### src/rtl/decoder_3to8_seq.sv
// Registered binary-to-one-hot decoder with a direct valid/ready mode and a
// walking-bit scan mode; every one-hot value is held for HOLD_CYCLES cycles.
module decoder_3to8_seq #(
  parameter int CODE_W      = 3,
  parameter int HOLD_CYCLES = 4
) (
  input  logic                 clk,
  input  logic                 rst,
  input  logic                 en,
  input  logic                 mode,
  input  logic                 in_valid,
  input  logic [CODE_W-1:0]    in_code,
  output logic                 in_ready,
  output logic [2**CODE_W-1:0] y,
  output logic                 out_valid,
  output logic                 busy
);

  localparam int N     = 2**CODE_W;
  // HOLD_CYCLES=1 would give a zero-width counter; keep one bit that never leaves 0.
  localparam int CNT_W = (HOLD_CYCLES > 1) ? $clog2(HOLD_CYCLES) : 1;
  localparam logic [CNT_W-1:0] CNT_RELOAD = CNT_W'(HOLD_CYCLES - 1);

  typedef enum logic [1:0] {IDLE, HOLD, SCAN} state_t;

  state_t              state_q, state_d;
  logic [CNT_W-1:0]    cnt_q, cnt_d;
  logic [CODE_W-1:0]   scan_idx_q, scan_idx_d;
  logic [N-1:0]        y_q, y_d;
  logic                out_valid_q, out_valid_d;
  logic                cnt_zero, handshake;

  always_comb begin
    cnt_zero   = (cnt_q == '0);
    in_ready   = en & ~mode & ((state_q == IDLE) | ((state_q == HOLD) & cnt_zero));
    handshake  = in_valid & in_ready;
    state_d    = state_q;
    cnt_d      = cnt_q;
    scan_idx_d = scan_idx_q;
    y_d        = y_q;
    if (!en) begin
      state_d = IDLE;
      y_d     = '0;
      cnt_d   = '0;
    end else begin
      unique case (state_q)
        IDLE: begin
          if (handshake) begin
            y_d     = N'(1) << in_code;
            cnt_d   = CNT_RELOAD;
            state_d = HOLD;
          end else if (mode) begin
            y_d        = N'(1);
            scan_idx_d = '0;
            cnt_d      = CNT_RELOAD;
            state_d    = SCAN;
          end
        end
        HOLD: begin
          if (!cnt_zero) begin
            cnt_d = cnt_q - 1'b1;
          end else if (handshake) begin
            // Reload on the boundary so consecutive codes have no zero gap.
            y_d   = N'(1) << in_code;
            cnt_d = CNT_RELOAD;
          end else begin
            y_d     = '0;
            state_d = IDLE;
          end
        end
        SCAN: begin
          if (!cnt_zero) begin
            cnt_d = cnt_q - 1'b1;
          end else if (mode) begin
            scan_idx_d = scan_idx_q + 1'b1;
            y_d        = N'(1) << scan_idx_d;
            cnt_d      = CNT_RELOAD;
          end else begin
            y_d     = '0;
            state_d = IDLE;
          end
        end
        default: begin
          y_d     = '0;
          cnt_d   = '0;
          state_d = IDLE;
        end
      endcase
    end
    out_valid_d = |y_d;
  end

  always_ff @(posedge clk) begin
    if (rst) begin
      state_q     <= IDLE;
      cnt_q       <= '0;
      scan_idx_q  <= '0;
      y_q         <= '0;
      out_valid_q <= 1'b0;
    end else begin
      state_q     <= state_d;
      cnt_q       <= cnt_d;
      scan_idx_q  <= scan_idx_d;
      y_q         <= y_d;
      out_valid_q <= out_valid_d;
    end
  end

  assign y         = y_q;
  assign out_valid = out_valid_q;
  assign busy      = (state_q != IDLE);

endmodule
### config.mk
export PLATFORM = sky130hd
export DESIGN_NAME = decoder_3to8_seq
export DESIGN_NICKNAME = d
export VERILOG_FILES = /design/src/rtl/decoder_3to8_seq.sv
export SDC_FILE = /design/constraint.sdc
export NUM_CORES = 1
export LEC_CHECK = 0
export ABC_AREA = 1
export CORE_MARGIN = 3
export CORE_UTILIZATION = 40
export CTS_CLUSTER_SIZE = 10
export DETAILED_ROUTE_END_ITERATION = 7
export PLACE_DENSITY = 0.68
export SYNTH_ARGS = -nofsm -noshare
export SYNTH_HDL_FRONTEND = slang
export SYNTH_SLANG_ARGS = --single-unit
### constraint.sdc
create_clock -name clk -period 2.04 [get_ports clk]
set_clock_uncertainty 0.2 [all_clocks]
set_input_delay 0.408 -clock clk [delete_from_list [all_inputs] [get_ports clk]]
set_output_delay 0.408 -clock clk [all_outputs]
set_load 0.01 [all_outputs]
==> impl_metrics.csv <==
group,metric,value,unit
status,outcome,"finished, final reports clean",
yosys,synth_seq_cells,16,
floorplanning,io_pins,19,
critical_path,max_stage_delay,0.57,ns
layout,drive_gt1_share,19.2,%
routing,drtIter0Drc,83,
timing,fin_ws,0.103,ns
routing,vias,1564,
clock_tree,cts.path.max_buffers,2,
yosys,synthArstFlopShare,0,%
yosys,synth_nets,254,
floorplanning,die_area,4280,um^2
timing,post-route-min-period,1.94,ns
critical_path,crit_chain,"clkdlybuf4s50_1, buf_4, inv_1, nor4_2, inv_2, a211oi_1",
timing,worst_slew_pin_slew,0.355,ns
place,gp_congestion,0.799,
critical_path,reg2reg_from,"scan_idx_q[0]",
job,drv_cap,0,
power,peakVddDrop,320,uV
routing,ant_nets,0,
routing,viasPerCell,4.89,
floorplanning,die_w,65.4,um
hold_path,min_from,"scan_idx_q[2]",
critical_path,critPathLaunchType,"input port",
power,power_density,435,nW/um^2
yosys,ys_types,29,
yosys,yosysMostFrequentCell,"nand2_1",
critical_path,crit_end,"scan_idx_q[1]",
layout,antenna_cells,0,
yosys,syn_inst,239,
critical_path,cp_top_family,"buffers and inverters",
routing,routedWlPerCell,11.5,um
routing,drc,0,
power,leakage,0.900,nW
yosys,ys.flop_type,"dfxtp_1",
timing,fin_crit_sh,95.0,%
timing,slew_viol_final,0,
critical_path,path_buf_inv,4,
timing,timing.hold.ws,0.306,ns
yosys,synth_top_area_share,22.7,%
place,place_ws,-0.311,ns
clock_tree,clkLatencyLatePin,0.29,ns
clock_tree,cts-root-buf,"clkbuf_4",
clock_tree,ctsHtreeMaxLevel,1,
layout,areaGrowthSynthToFinish,29.1,%
critical_path,rr_worst_depth,12,
clock_tree,tritoncts,"built",
yosys,yosysSeqAreaShare,22.7,%
layout,final_nets,293,
yosys,avgSynthCellArea,5.91,um^2
critical_path,worst_path_max_delay_cell,"clkdlybuf4s50_1",
floorplanning,die_h,65.4,um
critical_path,startpoint,"en",
grt,track_usage,18.6,%
yosys,ys_warn_count,0,
critical_path,required,2.04,ns
grt,antenna_found_initial,0,
hold_path,hold_class,"flop to flop",
critical_path,path_depth,6,
clock_tree,clk_pin_slew_worst_paths,0.10,ns
floorplanning,rows,20,
timing,rsz0062_at_grt,"yes",
critical_path,crit_type,"input port to flop",
yosys,synth_common_cells,"nand2_1 (71), nor2_1 (41), inv_1 (22), nand3_1 (22), dfxtp_1 (16)",
timing,clock.fmax,0.516,GHz
yosys,synth_edf_count,0,
routing,drt_wl_total,3680,um
critical_path,cp-end-kind,"flop",
yosys,synth_area,1410,um^2
critical_path,r2r_slack,0.12,ns
yosys,synth_area_leaders,"dfxtp_1 (23%), nand2_1 (19%), nor2_1 (11%)",
clock_tree,clock_sinks,16,
clock_tree,numCtsBuffers,3,
routing,first_pass_iters,4,
layout,n_fill_cell,345,
floorplanning,core_area,3200,um^2
critical_path,cp.arrival,1.94,ns
floorplanning,start_util,44.1,%
grt,grt_pass1_vias,1377,
timing,hold_viol,0,
place,dp_hpwl,2850,um
yosys,yosys.area.top_type,"dfxtp_1",
place,io_buffer_count,18,
timing,relSlewSlack,76.3,%
grt,grt_max_degree,30,
power,power,0.793,mW
critical_path,r2r_end,"out_valid",
timing,setup_violations,0,
critical_path,critical_path.max_fanout,10,
grt,overflow,0,
grt,grt_pass1_wl,6300,um
cells by family after synthesis:
group	count (synthesis)	synth area share, %
simple gates	150	46.7
buf+inv	35	11.8
compound gates	31	12.7
flops	16	22.7
fa+ha+maj	7	6.20
placed cells by master, fill, tap and decap left out, types with 2 or more instances in the layout:
master / synthesis / final
buf_4: 1 / 26
clkdlybuf4s50_1: 0 / 15
dfxtp_2: 0 / 2
nor2_2: 2 / 2
nor2_4: 2 / 2
inv_2: 2 / 4
a31oi_1: 2 / 2
o21ai_0: 11 / 11
o21ai_2: 2 / 2
nand2_1: 71 / 70
nor2_1: 41 / 41
clkbuf_4: 0 / 3
nand3_1: 22 / 22
dfxtp_1: 16 / 14
nand2_2: 2 / 3
nand3b_1: 2 / 2
inv_1: 22 / 20
dlygate4sd2_1: 0 / 2
nor3_1: 3 / 3
ha_1: 7 / 6
a21oi_1: 11 / 11
a211oi_1: 3 / 2
where the power goes:
group	switching [mW]	internal, mW	total [mW]
registers	0.0114	0.328	0.339
clock network	0.103	0.0687	0.172
logic	0.160	0.122	0.282
per-stage QoR:
| step | cells | utilization [%] | instance area [um^2] | TNS (ns) |
|---|---|---|---|---|
| CTS | 320 | 56.1 | 1800 | 0 |
| finish | 320 | 57.0 | 1820 | 0 |
| detailed placement | 317 | 55.4 | 1770 | -3.32 |
| global placement | 317 | 55.4 | 1770 | -3.32 |
| floorplan | 239 | - | 1410 | 0 |
| global route | 320 | 57.0 | 1820 | -0.105 |
state kept, by name, indices dropped and copies added (netlist names):
name	flops
state_q	2
y	8
scan_idx_q	3
out_valid	1
cnt_q	2
worst min path at each step:
stage	end	slack, ns	depth (start not counted)
final	scan_idx_q[2]	0.31	2
after global routing	scan_idx_q[2]	0.35	2
after CTS	scan_idx_q[2]	0.31	2
after floorplan	scan_idx_q[2]	0.25	2
after detailed placement	scan_idx_q[2]	0.30	2
after global placement	scan_idx_q[2]	0.26	2
per-layer routing:
layer	GRT usage [%]	routed length, um	up-vias
met4	6.99	48	0
met1	26.2	1720	673
met5	0	0	-
li1	-	-	834
met3	2.05	285	4
met2	28.8	1630	53
final cells by class:
type	count	area, um^2	area share [%]
tap	44	55.1	3.02
timing repair buffer	45	379	20.8
multi-input combinational	188	955	52.3
inverter	24	90.1	4.94
sequential	16	323	17.7
clock buffer	3	22.5	1.23
repair_timing:
action,in CTS,in global routing
setup buffers,0,0
gates cloned,0,0
resized for setup,7,8
hold buffers,0,0
endpoints found under the setup margin,2,10
worst register-to-register path, cell delays in order (launching register included):
cell     delay (ns)
dfxtp_1        0.35
ha_1           0.22
inv_1          0.05
nand2_1        0.04
nand2_1        0.13
inv_1          0.10
o21ai_0        0.26
nand2_1        0.10
nand3_1        0.10
nand2_1        0.07
nand2_1        0.08
nor2_1         0.05
a21oi_1        0.13
(Power assumes the default switching activity.)
